<file path="config.mk">
export PLATFORM = sky130hd
export DESIGN_NAME = r88_alu_seq
export DESIGN_NICKNAME = d
export VERILOG_FILES = /design/src/rtl/r88_pkg.sv /design/src/rtl/r88_flag_reg.sv /design/src/rtl/r88_alu_seq.sv
export SDC_FILE = /design/constraint.sdc
export NUM_CORES = 1
export LEC_CHECK = 0
export ABC_AREA = 1
export CORE_MARGIN = 4
export CORE_UTILIZATION = 42
export CTS_CLUSTER_SIZE = 24
export DETAILED_ROUTE_END_ITERATION = 10
export GPL_ROUTABILITY_DRIVEN = 1
export PLACE_DENSITY = 0.78
export SLEW_MARGIN = 20
export SYNTH_ARGS = -nofsm -noshare
export SYNTH_HDL_FRONTEND = slang
export SYNTH_HIERARCHICAL = 1
export SYNTH_SLANG_ARGS = --single-unit
</file>
<file path="constraint.sdc">
create_clock -name sysClock -period 1.6 [get_ports sysClock]
set_input_delay 0.48 -clock sysClock [delete_from_list [all_inputs] [get_ports sysClock]]
set_output_delay 0.48 -clock sysClock [all_outputs]
set_load 0.005 [all_outputs]
</file>
<file path="src/rtl/r88_pkg.sv">
// Rocket88 ALU sequencer shared types.
// State encoding, flag bit positions and the latched command bundle.
package r88_pkg;

  typedef enum logic [2:0] {
    ST_IDLE,
    ST_SETUP,
    ST_EXEC,
    ST_WRITE,
    ST_DONE
  } state_e;

  localparam int FLG_C = 0;
  localparam int FLG_Z = 1;
  localparam int FLG_N = 2;

  typedef struct packed {
    logic [2:0] op;
    logic       inv;
    logic       dec;
    logic       use_carry;
    logic       right_sel;
    logic       wide;
    logic       cmp_only;
  } cmd_ctl_t;

  // Z of a wide result also needs the already-written low byte to be zero.
  function automatic logic [2:0] alu_flags(
    input logic [7:0] res,
    input logic       lo_zero,
    input logic       cout
  );
    logic [2:0] f;
    f        = '0;
    f[FLG_C] = cout;
    f[FLG_Z] = (res == 8'h00) & lo_zero;
    f[FLG_N] = res[7];
    return f;
  endfunction

endpackage

</file>
<file path="src/rtl/r88_flag_reg.sv">
// Rocket88 {N,Z,C} flag register.
// An ALU update in the same cycle as an external load takes priority.
module r88_flag_reg
  import r88_pkg::*;
(
  input  logic       clk,
  input  logic       rst,
  input  logic       alu_wr,
  input  logic [2:0] alu_flags_i,
  input  logic       ext_wr,
  input  logic [2:0] ext_flags_i,
  output logic [2:0] flags_o
);

  logic [2:0] flags_d;
  logic [2:0] flags_q;

  always_comb begin
    flags_d = flags_q;
    if (alu_wr) begin
      flags_d = alu_flags_i;
    end else if (ext_wr) begin
      flags_d = ext_flags_i;
    end
  end

  always_ff @(posedge clk) begin
    if (rst) begin
      flags_q <= '0;
    end else begin
      flags_q <= flags_d;
    end
  end

  assign flags_o = flags_q;

endmodule

</file>
<file path="src/rtl/r88_alu_seq.sv">
// Rocket88 multi-cycle ALU sequencer.
// Runs one pass per byte, chaining carry between the low and high pass.
module r88_alu_seq
  import r88_pkg::*;
#(
  parameter int REG_ADDR_W   = 3,
  parameter int SETUP_CYCLES = 1
) (
  input  logic                  sysClock,
  input  logic                  sysReset,
  input  logic                  cmdValid,
  output logic                  cmdReady,
  input  logic [2:0]            cmdOp,
  input  logic                  cmdInv,
  input  logic                  cmdDec,
  input  logic                  cmdUseCarry,
  input  logic                  cmdRightSel,
  input  logic                  cmdWide,
  input  logic                  cmdCmpOnly,
  input  logic [REG_ADDR_W-1:0] cmdSrcL,
  input  logic [REG_ADDR_W-1:0] cmdSrcR,
  input  logic [REG_ADDR_W-1:0] cmdDst,
  output logic [REG_ADDR_W-1:0] regSelL,
  output logic [REG_ADDR_W-1:0] regSelR,
  output logic [2:0]            aluOp,
  output logic                  invOut,
  output logic                  decMode,
  output logic                  carryInEn,
  output logic                  rightSel,
  output logic                  carryIn,
  input  logic                  aluCarryOut,
  output logic                  aluOutEn,
  input  logic [7:0]            busD,
  output logic                  regWrEn,
  output logic [REG_ADDR_W-1:0] regWrAddr,
  output logic [7:0]            regWrData,
  input  logic                  flagWr,
  input  logic [2:0]            flagIn,
  output logic [2:0]            flags,
  output logic                  busy,
  output logic                  done
);

  localparam logic [1:0] CNT_INIT = 2'(SETUP_CYCLES - 1);

  state_e                state_q, state_d;
  logic [1:0]            cnt_q, cnt_d;
  logic                  pass_q, pass_d;
  cmd_ctl_t              ctl_q, ctl_d;
  logic [REG_ADDR_W-1:0] src_l_q, src_l_d;
  logic [REG_ADDR_W-1:0] src_r_q, src_r_d;
  logic [REG_ADDR_W-1:0] dst_q, dst_d;
  logic [7:0]            byte_q, byte_d;
  logic                  cout_q, cout_d;
  logic                  lo_zero_q, lo_zero_d;

  logic                  accept;
  logic                  final_wr;
  logic [2:0]            upd_flags;

  // Wide ops address a register pair; bit0 selects the byte of the pass.
  function automatic logic [REG_ADDR_W-1:0] pair_addr(
    input logic [REG_ADDR_W-1:0] idx,
    input logic                  wide,
    input logic                  hi
  );
    return wide ? {idx[REG_ADDR_W-1:1], hi} : idx;
  endfunction

  assign accept   = cmdValid & cmdReady;
  assign final_wr = (state_q == ST_WRITE) & (~ctl_q.wide | pass_q);

  always_comb begin
    state_d   = state_q;
    cnt_d     = cnt_q;
    pass_d    = pass_q;
    ctl_d     = ctl_q;
    src_l_d   = src_l_q;
    src_r_d   = src_r_q;
    dst_d     = dst_q;
    byte_d    = byte_q;
    cout_d    = cout_q;
    lo_zero_d = lo_zero_q;
    unique case (state_q)
      ST_IDLE, ST_DONE: begin
        state_d = ST_IDLE;
        if (accept) begin
          ctl_d.op        = cmdOp;
          ctl_d.inv       = cmdInv;
          ctl_d.dec       = cmdDec;
          ctl_d.use_carry = cmdUseCarry;
          ctl_d.right_sel = cmdRightSel;
          ctl_d.wide      = cmdWide;
          ctl_d.cmp_only  = cmdCmpOnly;
          src_l_d         = cmdSrcL;
          src_r_d         = cmdSrcR;
          dst_d           = cmdDst;
          pass_d          = 1'b0;
          lo_zero_d       = 1'b1;
          cnt_d           = CNT_INIT;
          state_d         = ST_SETUP;
        end
      end
      ST_SETUP: begin
        if (cnt_q == 2'd0) begin
          state_d = ST_EXEC;
        end else begin
          cnt_d = cnt_q - 2'd1;
        end
      end
      ST_EXEC: begin
        byte_d  = busD;
        cout_d  = aluCarryOut;
        state_d = ST_WRITE;
      end
      ST_WRITE: begin
        if (ctl_q.wide && !pass_q) begin
          pass_d    = 1'b1;
          lo_zero_d = (byte_q == 8'h00);
          cnt_d     = CNT_INIT;
          state_d   = ST_SETUP;
        end else begin
          state_d = ST_DONE;
        end
      end
      default: state_d = ST_IDLE;
    endcase
  end

  always_ff @(posedge sysClock) begin
    if (sysReset) begin
      state_q   <= ST_IDLE;
      cnt_q     <= '0;
      pass_q    <= 1'b0;
      ctl_q     <= '0;
      src_l_q   <= '0;
      src_r_q   <= '0;
      dst_q     <= '0;
      byte_q    <= '0;
      cout_q    <= 1'b0;
      lo_zero_q <= 1'b1;
    end else begin
      state_q   <= state_d;
      cnt_q     <= cnt_d;
      pass_q    <= pass_d;
      ctl_q     <= ctl_d;
      src_l_q   <= src_l_d;
      src_r_q   <= src_r_d;
      dst_q     <= dst_d;
      byte_q    <= byte_d;
      cout_q    <= cout_d;
      lo_zero_q <= lo_zero_d;
    end
  end

  always_comb begin
    cmdReady  = (state_q == ST_IDLE) | (state_q == ST_DONE);
    busy      = (state_q != ST_IDLE);
    done      = (state_q == ST_DONE);
    aluOutEn  = (state_q == ST_EXEC);
    regWrEn   = (state_q == ST_WRITE) & ~ctl_q.cmp_only;
    regSelL   = '0;
    regSelR   = '0;
    regWrAddr = '0;
    regWrData = '0;
    aluOp     = '0;
    invOut    = 1'b0;
    decMode   = 1'b0;
    rightSel  = 1'b0;
    carryInEn = 1'b0;
    carryIn   = 1'b0;
    if ((state_q == ST_SETUP) || (state_q == ST_EXEC)) begin
      regSelL = pair_addr(src_l_q, ctl_q.wide, pass_q);
      regSelR = pair_addr(src_r_q, ctl_q.wide, pass_q);
    end
    if (state_q == ST_WRITE) begin
      regWrAddr = pair_addr(dst_q, ctl_q.wide, pass_q);
      regWrData = byte_q;
    end
    if (busy) begin
      aluOp     = ctl_q.op;
      invOut    = ctl_q.inv;
      decMode   = ctl_q.dec;
      rightSel  = ctl_q.right_sel;
      carryInEn = pass_q ? 1'b1 : ctl_q.use_carry;
      carryIn   = pass_q ? cout_q : flags[FLG_C];
    end
  end

  assign upd_flags = alu_flags(byte_q, ctl_q.wide ? lo_zero_q : 1'b1, cout_q);

  r88_flag_reg u_flags (
    .clk         (sysClock),
    .rst         (sysReset),
    .alu_wr      (final_wr),
    .alu_flags_i (upd_flags),
    .ext_wr      (flagWr),
    .ext_flags_i (flagIn),
    .flags_o     (flags)
  );

endmodule
</file>
* Yosys cells after proc, flatten, opt, wreduce, memory -nomap -nowiden
Cells that the tools add are included.
** Word-level totals
- Word-level logic and storage cells :: 80
- Register bits :: 37
- Input port bits :: 34
- Output and inout port bits :: 33
** Cells by class
- Mux-type cells :: 32
- Reduce and logical (&&, ||, !) cells :: 14
- Bitwise gates (word level) :: 8
- Equality and inequality tests :: 8
- $add $sub $neg :: 1
** Operator list (number)
- $mux 3 :: 8
- $mux 1 :: 16
- $pmux 3 s4 :: 1
- $logic_not 8->1 :: 1
- $mux 8 :: 1
- $eq 3x2->1 const B :: 2
- $mux 2 :: 3
- $ne 2x2->1 const B :: 3
- $pmux 2 s3 :: 1
- $reduce_bool 3->1 :: 2
- $and 1x1->1 :: 4
- $pmux 1 s2 :: 2
- $reduce_and 4->1 :: 1
- $reduce_bool 2->1 :: 2
- $eq 3x1->1 const B :: 1
- $eq 3x3->1 const B :: 1
- $logic_not 3->1 :: 1
- $reduce_and 3->1 :: 1
- $logic_not 2->1 :: 1
- $ne 2x1->1 const B :: 1
- $not 1->1 :: 2
- $or 1x1->1 :: 2
- $reduce_and 2->1 :: 1
- $reduce_or 2->1 :: 1
- 4 further kinds :: 4

* Logic depth before layout (Yosys ltp)
Gate-level depths: netlist of the first run.
- Depth in word-level cells :: 5
- Depth in mapped cells :: 9
- Gate-level depth less buffers :: 9

* By module
The synthesis of the first run kept the hierarchy.
** By module, submodules not included
- r88_alu_seq :: times used 1, cells an instance 213, area each 1501.4 sq um
- r88_flag_reg :: times used 1, cells an instance 24, area each 148.9 sq um

* Worst setup path after synthesis of the first run
No wires, ideal clock.
- Path type :: reg-to-output
- Start point :: register state_q[0]
- End point :: output port regWrAddr[0]
- Stages on the path, launching flop included :: 7
- Setup slack :: 100 ps
- Data arrival time :: 1020 ps
- Cells stage by stage :: dfxtp_1 -> nand2_1 -> nor2_2 -> nand2_1 -> inv_1 -> o21ai_0 -> inv_1
** On the way
- Cells in the longest elaborated chain, start to end :: 2
** Ends and longest elaborated chain
- start, declared :: RTL line r88_alu_seq.sv:46 : state_e state_q, state_d;
- start signal, assigned :: RTL line r88_alu_seq.sv:143 : state_q <= state_d;
- $eq 3x2->1 :: RTL line r88_alu_seq.sv:176 : if (state_q == ST_WRITE) begin
- $mux 3 :: RTL line r88_alu_seq.sv:176
- end, declared :: RTL line r88_alu_seq.sv:35 : output logic [REG_ADDR_W-1:0] regWrAddr,
Every way passes these cells.

* Final worst setup path of the first run
- Start point :: register state_q[1]
- End point :: output port regSelR[1]
** On the way
- Cells in the longest elaborated chain, start to end :: 3
- Elaborated cells on any way between the ends :: 4
- Those cells by class :: 2 x eq/ne; 1 x mux; 1 x reduce/logical
** Ends and longest elaborated chain
- $eq 3x1->1 or $eq 3x2->1 (tied branches) :: RTL line r88_alu_seq.sv:172 : if ((state_q == ST_SETUP) || (state_q == ST_EXEC)) begin
- $logic_or 1x1->1 (*) :: RTL line r88_alu_seq.sv:172
- $mux 3 (*) :: RTL line r88_alu_seq.sv:172
- end, declared :: RTL line r88_alu_seq.sv:24 : output logic [REG_ADDR_W-1:0] regSelR,
Every way passes the cells marked *; elsewhere a longest branch is shown, timed or not.

==> impl_metrics.tcl, run 1 <==
set metrics [dict create \
    areaGrowthSynthToFinish_pct 68.6 \
    grt_max_degree 24 \
    die_area_sq_um 5000 \
    p_int_mw 1.76 \
    crit_required_ns 1.12 \
    setup_violations 28 \
    start_util_pct 44.4 \
    ir_drop_mv 1.00 \
    hold-worst-slack_ns 0.454 \
    met1_usage_pct 22.1 \
    swShare_pct 29.0 \
    max_freq_mhz 519 \
    clockBufferDepth 2 \
    clk_pin_slew_worst_paths_ns 0.07 \
    min_path_cells 2 \
    cts-root-buf "clkbuf_8" \
    ys_types 23 \
    critPathKind "reg -> out" \
    fp.dieW_um 70.7 \
    fin_cells 385 \
    core_area_sq_um 3720 \
    rr_worst_depth 9 \
    overflow 0 \
    min_path_type "reg -> reg" \
    io_pins 67 \
    r2r-end "byte_q[1]" \
    yosysTopAreaCellShare_pct 44.9 \
    end_kind "output port" \
    antenna_found_initial 0 \
    syn-cell-area_sq_um 1650 \
    cts_buffers 5 \
    grt_use_met2_pct 36.5 \
    combPwrFrac_pct 31.8 \
    grtUsageTotal_pct 20.8 \
    met3_usage_pct 6.11 \
    antenna_left 0 \
    crit_fanout 5 \
    synth_mux_area_share_pct 0 \
    synth_top_family_by_area "simple AND/OR/NAND/NOR gates" \
    place_ws_ns -0.395 \
    port_buffers 66 \
    power_switching_mw 0.722 \
    leakage_nw 1.26 \
    cts_tree "done" \
    num_rows 22 \
    status "finished with violations" \
    p_clk_share_pct 25.9 \
    drv_cap 0 \
    drv_slew 0 \
    drive_above_1_share_pct 34.1 \
    cts.sink_count 37 \
    min_from "src_r_q[2]" \
    pwr_density_cell_nw_per_um2 893 \
    rrSetupSlack_ns 0.06 \
    setup_ws_ns -0.328 \
    period_minus_slack_ns 1.93 \
    fin_worst_skew_ns 0.00417 \
    final_nets 372 \
    final.fill_count 282 \
    place_inst 361 \
    ys_ff_latch 37 \
    register_area_sq_um 753 \
    min_to "src_r_q[2]" \
    synth_warnings 6 \
    cts_htree_levels 2 \
    via_per_inst 4.88 \
    critPathArrivalTime_ns 1.45 \
    synth_compound_area_share_pct 17.1 \
    synth-simple-area-share_pct 24.3 \
    syn_nets 272 \
    utilization_pct 74.9 \
    hpwlAfterDp_um 3240 \
    post-route-period-util_pct 120 \
    worst_slew_pin_slew_ns 0.285 \
    busiest_layer "met2" \
    die_h_um 70.7 \
    multi_input_area_sq_um 773 \
    clk_latency_ns 0.28 \
    violations "setup timing" \
    first_global_vias 1861 \
    drtPass1Iterations 4 \
    num_antenna_cells 0 \
    syn_area_per_cell_sq_um 6.96 \
    wl_per_cell_um 13.8 \
    grt_pass1_wl_um 8160 \
    ys_seq_area_share_pct 44.9 \
    synth-adder-area-share_pct 0.758 \
    vias 1879 \
    wirelength_um 5310 \
    relSlewSlack_pct 80.8 \
    yosysTopAreaCell "dfxtp_1" \
    r2r_start "state_q[1]" \
    drt-initial-drc-count 163 \
    synth-xor-area-share_pct 0 \
    drc 0 \
    sequentialPowerShare_pct 42.3 \
    grt_setup_unrepaired "true" \
    hold_viol_final 0 \
    p_total_mw 2.49 \
    syn_inst 237 \
    crit_path_start_kind "flop" \
    synth_area_leaders "dfxtp_1 (45%), inv_1 (9.6%), nor2_1 (9.1%)" \
    place.gp.congestion 0.841 \
]
[layout by cell type (no fill, tap or decap), types with 6 or more instances in the layout]
cell	Yosys	layout
inv_1	42	33
dfxtp_1	37	33
clkdlybuf4s50_1	0	33
nor2_1	40	24
o21ai_0	28	24
a21oi_1	24	24
nand2_1	28	23
buf_2	3	21
buf_4	3	21
nor2_2	3	15
buf_6	0	12
nand3_1	9	9
inv_2	3	7
o21ai_1	3	7
clkbuf_8	0	6
[critical path: stages, from the launching register on]
cell and delay, ns:
dfxtp_4 0.39, inv_4 0.05, nor3_4 0.23, buf_6 0.13, inv_4 0.03, nand2_4 0.07, inv_4 0.05, nor2_2 0.10
buf_2 0.11
[flip-flops by register name (all words and copies together), names as in the netlist]
register,cells
dst_q,3
src_l_q,3
byte_q,8
lo_zero_q,1
state_q,3
cnt_q,2
cout_q,1
src_r_q,3
ctl_q,9
pass_q,1
u_flags/flags_o,3
[power by group through the flow]
stage	clock network (mW)	logic, mW	registers, mW
3_3_place_gp	0	0.596	1.06
4_1_cts	0.660	0.705	1.05
5_1_grt	0.695	0.861	1.06
3_5_place_dp	0	0.606	1.07
6_report	0.644	0.790	1.05
2_1_floorplan	0	0.293	1.06
[logic make-up after synthesis]
| kind of cell | after synthesis |
|---|---|
| AO/OA/AOI/OAI | 56 |
| AND/OR/NAND/NOR | 90 |
| buffers and inverters | 53 |
| flip-flops | 37 |
| adder cells (fa/ha/maj) | 1 |
[per-stage QoR]
step | cell area, sq um | TNS [ns]
2_1_floorplan | 1650 | 0
3_3_place_gp | 2510 | -7.62
4_1_cts | 2690 | -4.92
3_5_place_dp | 2510 | -8.40
5_1_grt | 2780 | -7.55
6_report | 2780 | -5.70
[layer usage]
| layer | up-vias | share of wire, % |
|---|---|---|
| met2 | 67 | 51 |
| met5 | - | 0 |
| li1 | 941 | - |
| met4 | 0 | 3.7 |
| met3 | 19 | 6.9 |
| met1 | 852 | 38 |
[worst max-delay path by stage]
stage               cells past startpoint        from      endpoint  slack (ns)
floorplan                               6  state_q[0]  regWrAddr[0]        0.10
global placement                        5  state_q[0]       regWrEn       -0.34
detailed placement                      5  state_q[0]  regWrAddr[1]       -0.40
CTS                                     8  state_q[1]  regWrAddr[0]       -0.28
global route                            8  state_q[1]  regWrAddr[0]       -0.42
finish                                  8  state_q[1]    regSelR[1]       -0.33
[synth_stat cells (all sizes together)]
master  number
o21ai       31
nand3b       1
nor3         3
nand4        3
nand3        9
buf          7
inv         45
dfxtp       37
nand2       30
nor2        44
o21a         1
clkbuf       1
ha           1
a21oi       24
[area by class of cell]
class                      count  area share (%)
timing repair buffer         101            33.3
multi-input combinational    147            27.8
sequential                    37            27.1
inverter                      45            6.61
clock buffer                   7            3.10
tap                           48            2.16
[timing repair]
action                     4_1_cts  5_1_grt
pin swaps                        7        3
resized for setup              153       30
hold buffers                     0        0
setup buffers                   15        6
setup endpoints to repair       33       30
No activity file was read; power rests on OpenSTA's default activity.
==> run 2, diff against run 1 <==
- PLACE_DENSITY: 0.78 -> unset
- PLACE_DENSITY_LB_ADDON: unset -> 0.3
==> impl_metrics.tcl, run 2 (synthesis gave the netlist of run 1 again) <==
set metrics [dict create \
    status "finished with violations" \
    violations "setup timing" \
    drv_cap 0 \
    r2r-end "cout_q" \
    top_register "ctl_q" \
    swShare_pct 29.6 \
    critPathArrivalTime_ns 1.46 \
    place.gp.congestion 0.887 \
    crit_path_start_kind "flop" \
    tns_ns -5.63 \
    fp.dieW_um 70.7 \
    min_from "ctl_q[6]" \
    core_area_sq_um 3720 \
    antenna_found_initial 0 \
    setup_ws_ns -0.344 \
    max_stage_delay_ns 0.37 \
    min_path_type "reg -> reg" \
    die_area_sq_um 5000 \
    cts_buffers 5 \
    drtPass1Iterations 4 \
    max_freq_mhz 514 \
    rr_worst_depth 8 \
    largest_reg_flops 9 \
    grt_max_degree 30 \
    ir_drop_mv 0.576 \
    cts_hold_buf 0 \
    top_regs "ctl_q x9, byte_q x8" \
    hold-worst-slack_ns 0.462 \
    clk_latency_ns 0.29 \
    utilization_pct 74.2 \
    crit_chain "buf_6 -> nor3_4 -> buf_6 -> inv_4 -> nand2_8 -> inv_8 -> nor2_2 -> buf_2" \
    rrSetupSlack_ns 0.02 \
    min_to "ctl_q[6]" \
    wl_per_cell_um 13.4 \
    crit_required_ns 1.12 \
    fin_cells 381 \
    end_kind "output port" \
    cts_tree "done" \
    p_clk_share_pct 26.3 \
    r2r_start "state_q[0]" \
    hold_viol_final 0 \
    place_inst 358 \
    sequentialPowerShare_pct 42.9 \
    combPwrFrac_pct 30.8 \
    worst_path_most_repeated_cell "buf_6" \
    worst_slew_pin_slew_ns 0.246 \
    grtUsageTotal_pct 19.8 \
    setup_violations 29 \
    post-route-period-util_pct 122 \
    leakage_nw 1.25 \
    num_rows 22 \
    hpwlAfterDp_um 3170 \
    grt_pass1_wl_um 7910 \
    overflow 0 \
    mostFrequentLayoutCells "inv_1 (36), dfxtp_1 (33), clkdlybuf4s50_1 (33)" \
    grt_setup_unrepaired "true" \
    final_nets 368 \
    port_buffers 66 \
    areaGrowthSynthToFinish_pct 67.1 \
    drc 0 \
    num_antenna_cells 0 \
    pwr_density_cell_nw_per_um2 893 \
    cts.sink_count 37 \
    min_path_cells 2 \
    first_global_vias 1715 \
    vias 1841 \
    fin_worst_skew_ns 0.00726 \
    drt-initial-drc-count 154 \
    cts_htree_levels 2 \
    via_per_inst 4.83 \
    clockBufferDepth 2 \
    drv_slew 0 \
    power_switching_mw 0.729 \
    critPathKind "reg -> out" \
    wirelength_um 5110 \
    die_h_um 70.7 \
    critPathSlowestCell "dfxtp_4" \
    final_common_cell "inv_1" \
    p_int_mw 1.73 \
    antenna_left 0 \
    drive_above_1_share_pct 33.9 \
    clk_pin_slew_worst_paths_ns 0.07 \
    io_pins 67 \
    cts-root-buf "clkbuf_8" \
    crit_fanout 5 \
    period_minus_slack_ns 1.94 \
    start_util_pct 44.4 \
    relSlewSlack_pct 83.4 \
]
==> run 2: cell types whose count changed in the layout (fill, tap and decap cells not counted), sizes merged <==
cell	delta
clkdlybuf4s15	-4
==> run 2: power groups by stage <==
stage	sequential [mW]	combinational (mW)	clock (mW)
after global placement	1.07	0.584	0
final	1.06	0.759	0.646
after CTS	1.05	0.687	0.660
after floorplan	1.06	0.293	0
after detailed placement	1.07	0.594	0
after global routing	1.07	0.831	0.687
==> run 2: critical path: cells and delay by family (launching register included) <==
| kind | cells | cell delay [ns] |
|---|---|---|
| buffers and inverters | 5 | 0.46 |
| flip-flops | 1 | 0.37 |
| AND/OR/NAND/NOR | 3 | 0.35 |
==> run 2: metrics by stage <==
stage	power, mW	instance area (sq um)	setup WS [ns]
after global placement	1.65	2480	-0.342
after CTS	2.40	2640	-0.270
after global routing	2.58	2760	-0.422
after detailed placement	1.66	2480	-0.425
final	2.46	2760	-0.344
after floorplan	1.35	1650	0.100
==> run 2: worst max path at each step <==
stage | depth (start not counted) | slack, ns | start | endpoint
3_5_place_dp | 5 | -0.42 | state_q[0] | regWrData[3]
2_1_floorplan | 6 | 0.10 | state_q[0] | regWrAddr[0]
3_3_place_gp | 5 | -0.34 | state_q[0] | regWrEn
5_1_grt | 8 | -0.42 | state_q[0] | regSelL[1]
6_report | 8 | -0.34 | state_q[0] | regSelL[1]
4_1_cts | 8 | -0.27 | state_q[1] | regWrAddr[0]
==> run 2: cell type report <==
class / count / area, sq um
clock buffers: 7 / 86.3
multi-input cells: 147 / 835
flip-flops and latches: 37 / 753
well taps: 48 / 60.1
repair buffers: 97 / 832
inverters: 45 / 191
fillers: 283 / 958
==> run 2: what timing repair did <==
item,4_1_cts,5_1_grt
cloned,0,0
setup endpoints to repair,33,30
gates resized for setup,164,33
buffers inserted,16,3
endpoints found under the hold margin,0,0
pin swaps,6,3
==> run 2: routing by layer <==
metal / routed length [um] / up-vias / part of all wire, % / GRT usage, %
li1: - / 935 / - / -
met1: 2110 / 827 / 41 / 23.5
met2: 2570 / 68 / 50 / 34.6
met3: 325 / 11 / 6.4 / 4.40
met4: 108 / 0 / 2.1 / 7.52
met5: 0 / - / 0 / 0
==> run 3, diff against run 2 <==
- GPL_TIMING_DRIVEN: unset -> 0
==> impl_metrics.tcl, run 3 (synthesis gave the netlist of run 1 again) <==
set metrics [dict create \
    drtPass1Iterations 4 \
    fin_worst_skew_ns 0.00703 \
    top_regs "ctl_q x9, byte_q x8" \
    end_kind "output port" \
    antenna_found_initial 0 \
    max_stage_delay_ns 0.37 \
    setup_violations 28 \
    cts_tree "done" \
    grt_use_met2_pct 33.2 \
    clockBufferDepth 2 \
    via_per_inst 4.85 \
    final_nets 363 \
    start_util_pct 44.4 \
    port_buffers 66 \
    io_pins 67 \
    worst_path_most_repeated_cell "inv_2" \
    mostFrequentLayoutCells "inv_1 (35), dfxtp_1 (33), clkdlybuf4s50_1 (33)" \
    fp.dieW_um 70.7 \
    hold-worst-slack_ns 0.455 \
    wl_per_cell_um 12.6 \
    largest_reg_flops 9 \
    die_area_sq_um 5000 \
    drive_above_1_share_pct 31.3 \
    cts_htree_levels 2 \
    min_path_type "reg -> reg" \
    path_depth 7 \
    core_area_sq_um 3720 \
    cp.buffers_inverters 4 \
    busiest_layer "met2" \
    vias 1828 \
    drc 0 \
    final_common_cell "inv_1" \
    worst_slew_pin_slew_ns 0.289 \
    status "finished with violations" \
    post-route-period-util_pct 115 \
    rr_worst_depth 8 \
    fin_cells 377 \
    hold_viol_final 0 \
    overflow 0 \
    crit_fanout 5 \
    ir_drop_mv 0.735 \
    place.gp.congestion 0.794 \
    top_register "ctl_q" \
    cts-root-buf "clkbuf_8" \
    grt_pass1_wl_um 7800 \
    setup_ws_ns -0.240 \
    die_h_um 70.7 \
    critPathSlowestCell "dfxtp_4" \
    drt-initial-drc-count 103 \
    grt_max_degree 20 \
    crit_chain "inv_2 -> nor3_4 -> inv_2 -> nand2_4 -> inv_4 -> nor2_2 -> buf_2" \
    met3_usage_pct 5.54 \
    grtUsageTotal_pct 19.4 \
    grt_setup_unrepaired "true" \
    violations "setup timing" \
    critPathArrivalTime_ns 1.36 \
    drv_cap 0 \
    pwr_density_cell_nw_per_um2 907 \
    antenna_left 0 \
    drv_slew 0 \
    met1_usage_pct 23.1 \
    max_freq_mhz 543 \
    wirelength_um 4750 \
    hpwlAfterDp_um 3300 \
    relSlewSlack_pct 80.7 \
    critical_path.top_delay_family "simple AND/OR/NAND/NOR gates" \
    cts.sink_count 37 \
    min_path_cells 2 \
    crit_path_start_kind "flop" \
    crit_required_ns 1.12 \
    leakage_nw 1.21 \
    tns_ns -5.12 \
    final.fill_count 319 \
    critPathKind "reg -> out" \
    place_inst 351 \
    cts_buffers 5 \
    period_minus_slack_ns 1.84 \
    areaGrowthSynthToFinish_pct 57.3 \
    clk_pin_slew_worst_paths_ns 0.07 \
    p_total_mw 2.36 \
    num_rows 22 \
    clk_latency_ns 0.29 \
    num_antenna_cells 0 \
    first_global_vias 1713 \
]
==> run 3: final timing paths <==
check,startpoint,endpoint,slack (ns)
setup / recovery,state_q[1],regSelL[1],-0.24
hold / removal,src_l_q[2],src_l_q[2],0.46
setup reg to reg,state_q[1],byte_q[6],0.14
hold reg to reg,src_l_q[2],src_l_q[2],0.46
==> run 3: timing repair <==
action                                  4_1_cts  5_1_grt
cloned                                        1        0
resized for setup                           155       22
hold endpoints to repair                      0        0
hold buffers                                  0        0
setup buffers                                15        3
pin swaps                                     6        2
endpoints found under the setup margin       43       47
==> run 3: cell type report <==
class	instances	area [sq um]	area share, %
inverter	45	176	6.80
clock buffer	5	68.8	2.65
tap	48	60.1	2.31
buffer	7	51.3	1.98
clock inverter	3	17.5	0.675
multi-input combinational	147	768	29.6
sequential	37	753	29.0
timing repair buffer	85	701	27.0
==> run 3: tightest hold or removal path: stages, from the launching register on <==
cell     delay [ns]
dfxtp_1        0.30
inv_1          0.06
a21oi_1        0.06
==> run 3: routing by layer <==
layer | share of wire (%) | wire length (um)
met5 | 0 | 0
met2 | 48 | 2280
met4 | 2.3 | 110
met1 | 42 | 1990
met3 | 7.6 | 362
==> run 3: stage by stage <==
step	utilization [%]	worst slack [ns]	area [sq um]
after detailed placement	63.8	-0.578	2370
after floorplan	-	0.100	1650
after global placement	63.8	-0.545	2370
after CTS	67.7	-0.232	2520
after global routing	69.9	-0.306	2600
final	69.9	-0.240	2600
==> run 3: power by group <==
part	switching [mW]	internal, mW
Clock	0.327	0.300
Sequential	0.0410	1.01
Combinational	0.340	0.338
Total	0.708	1.65
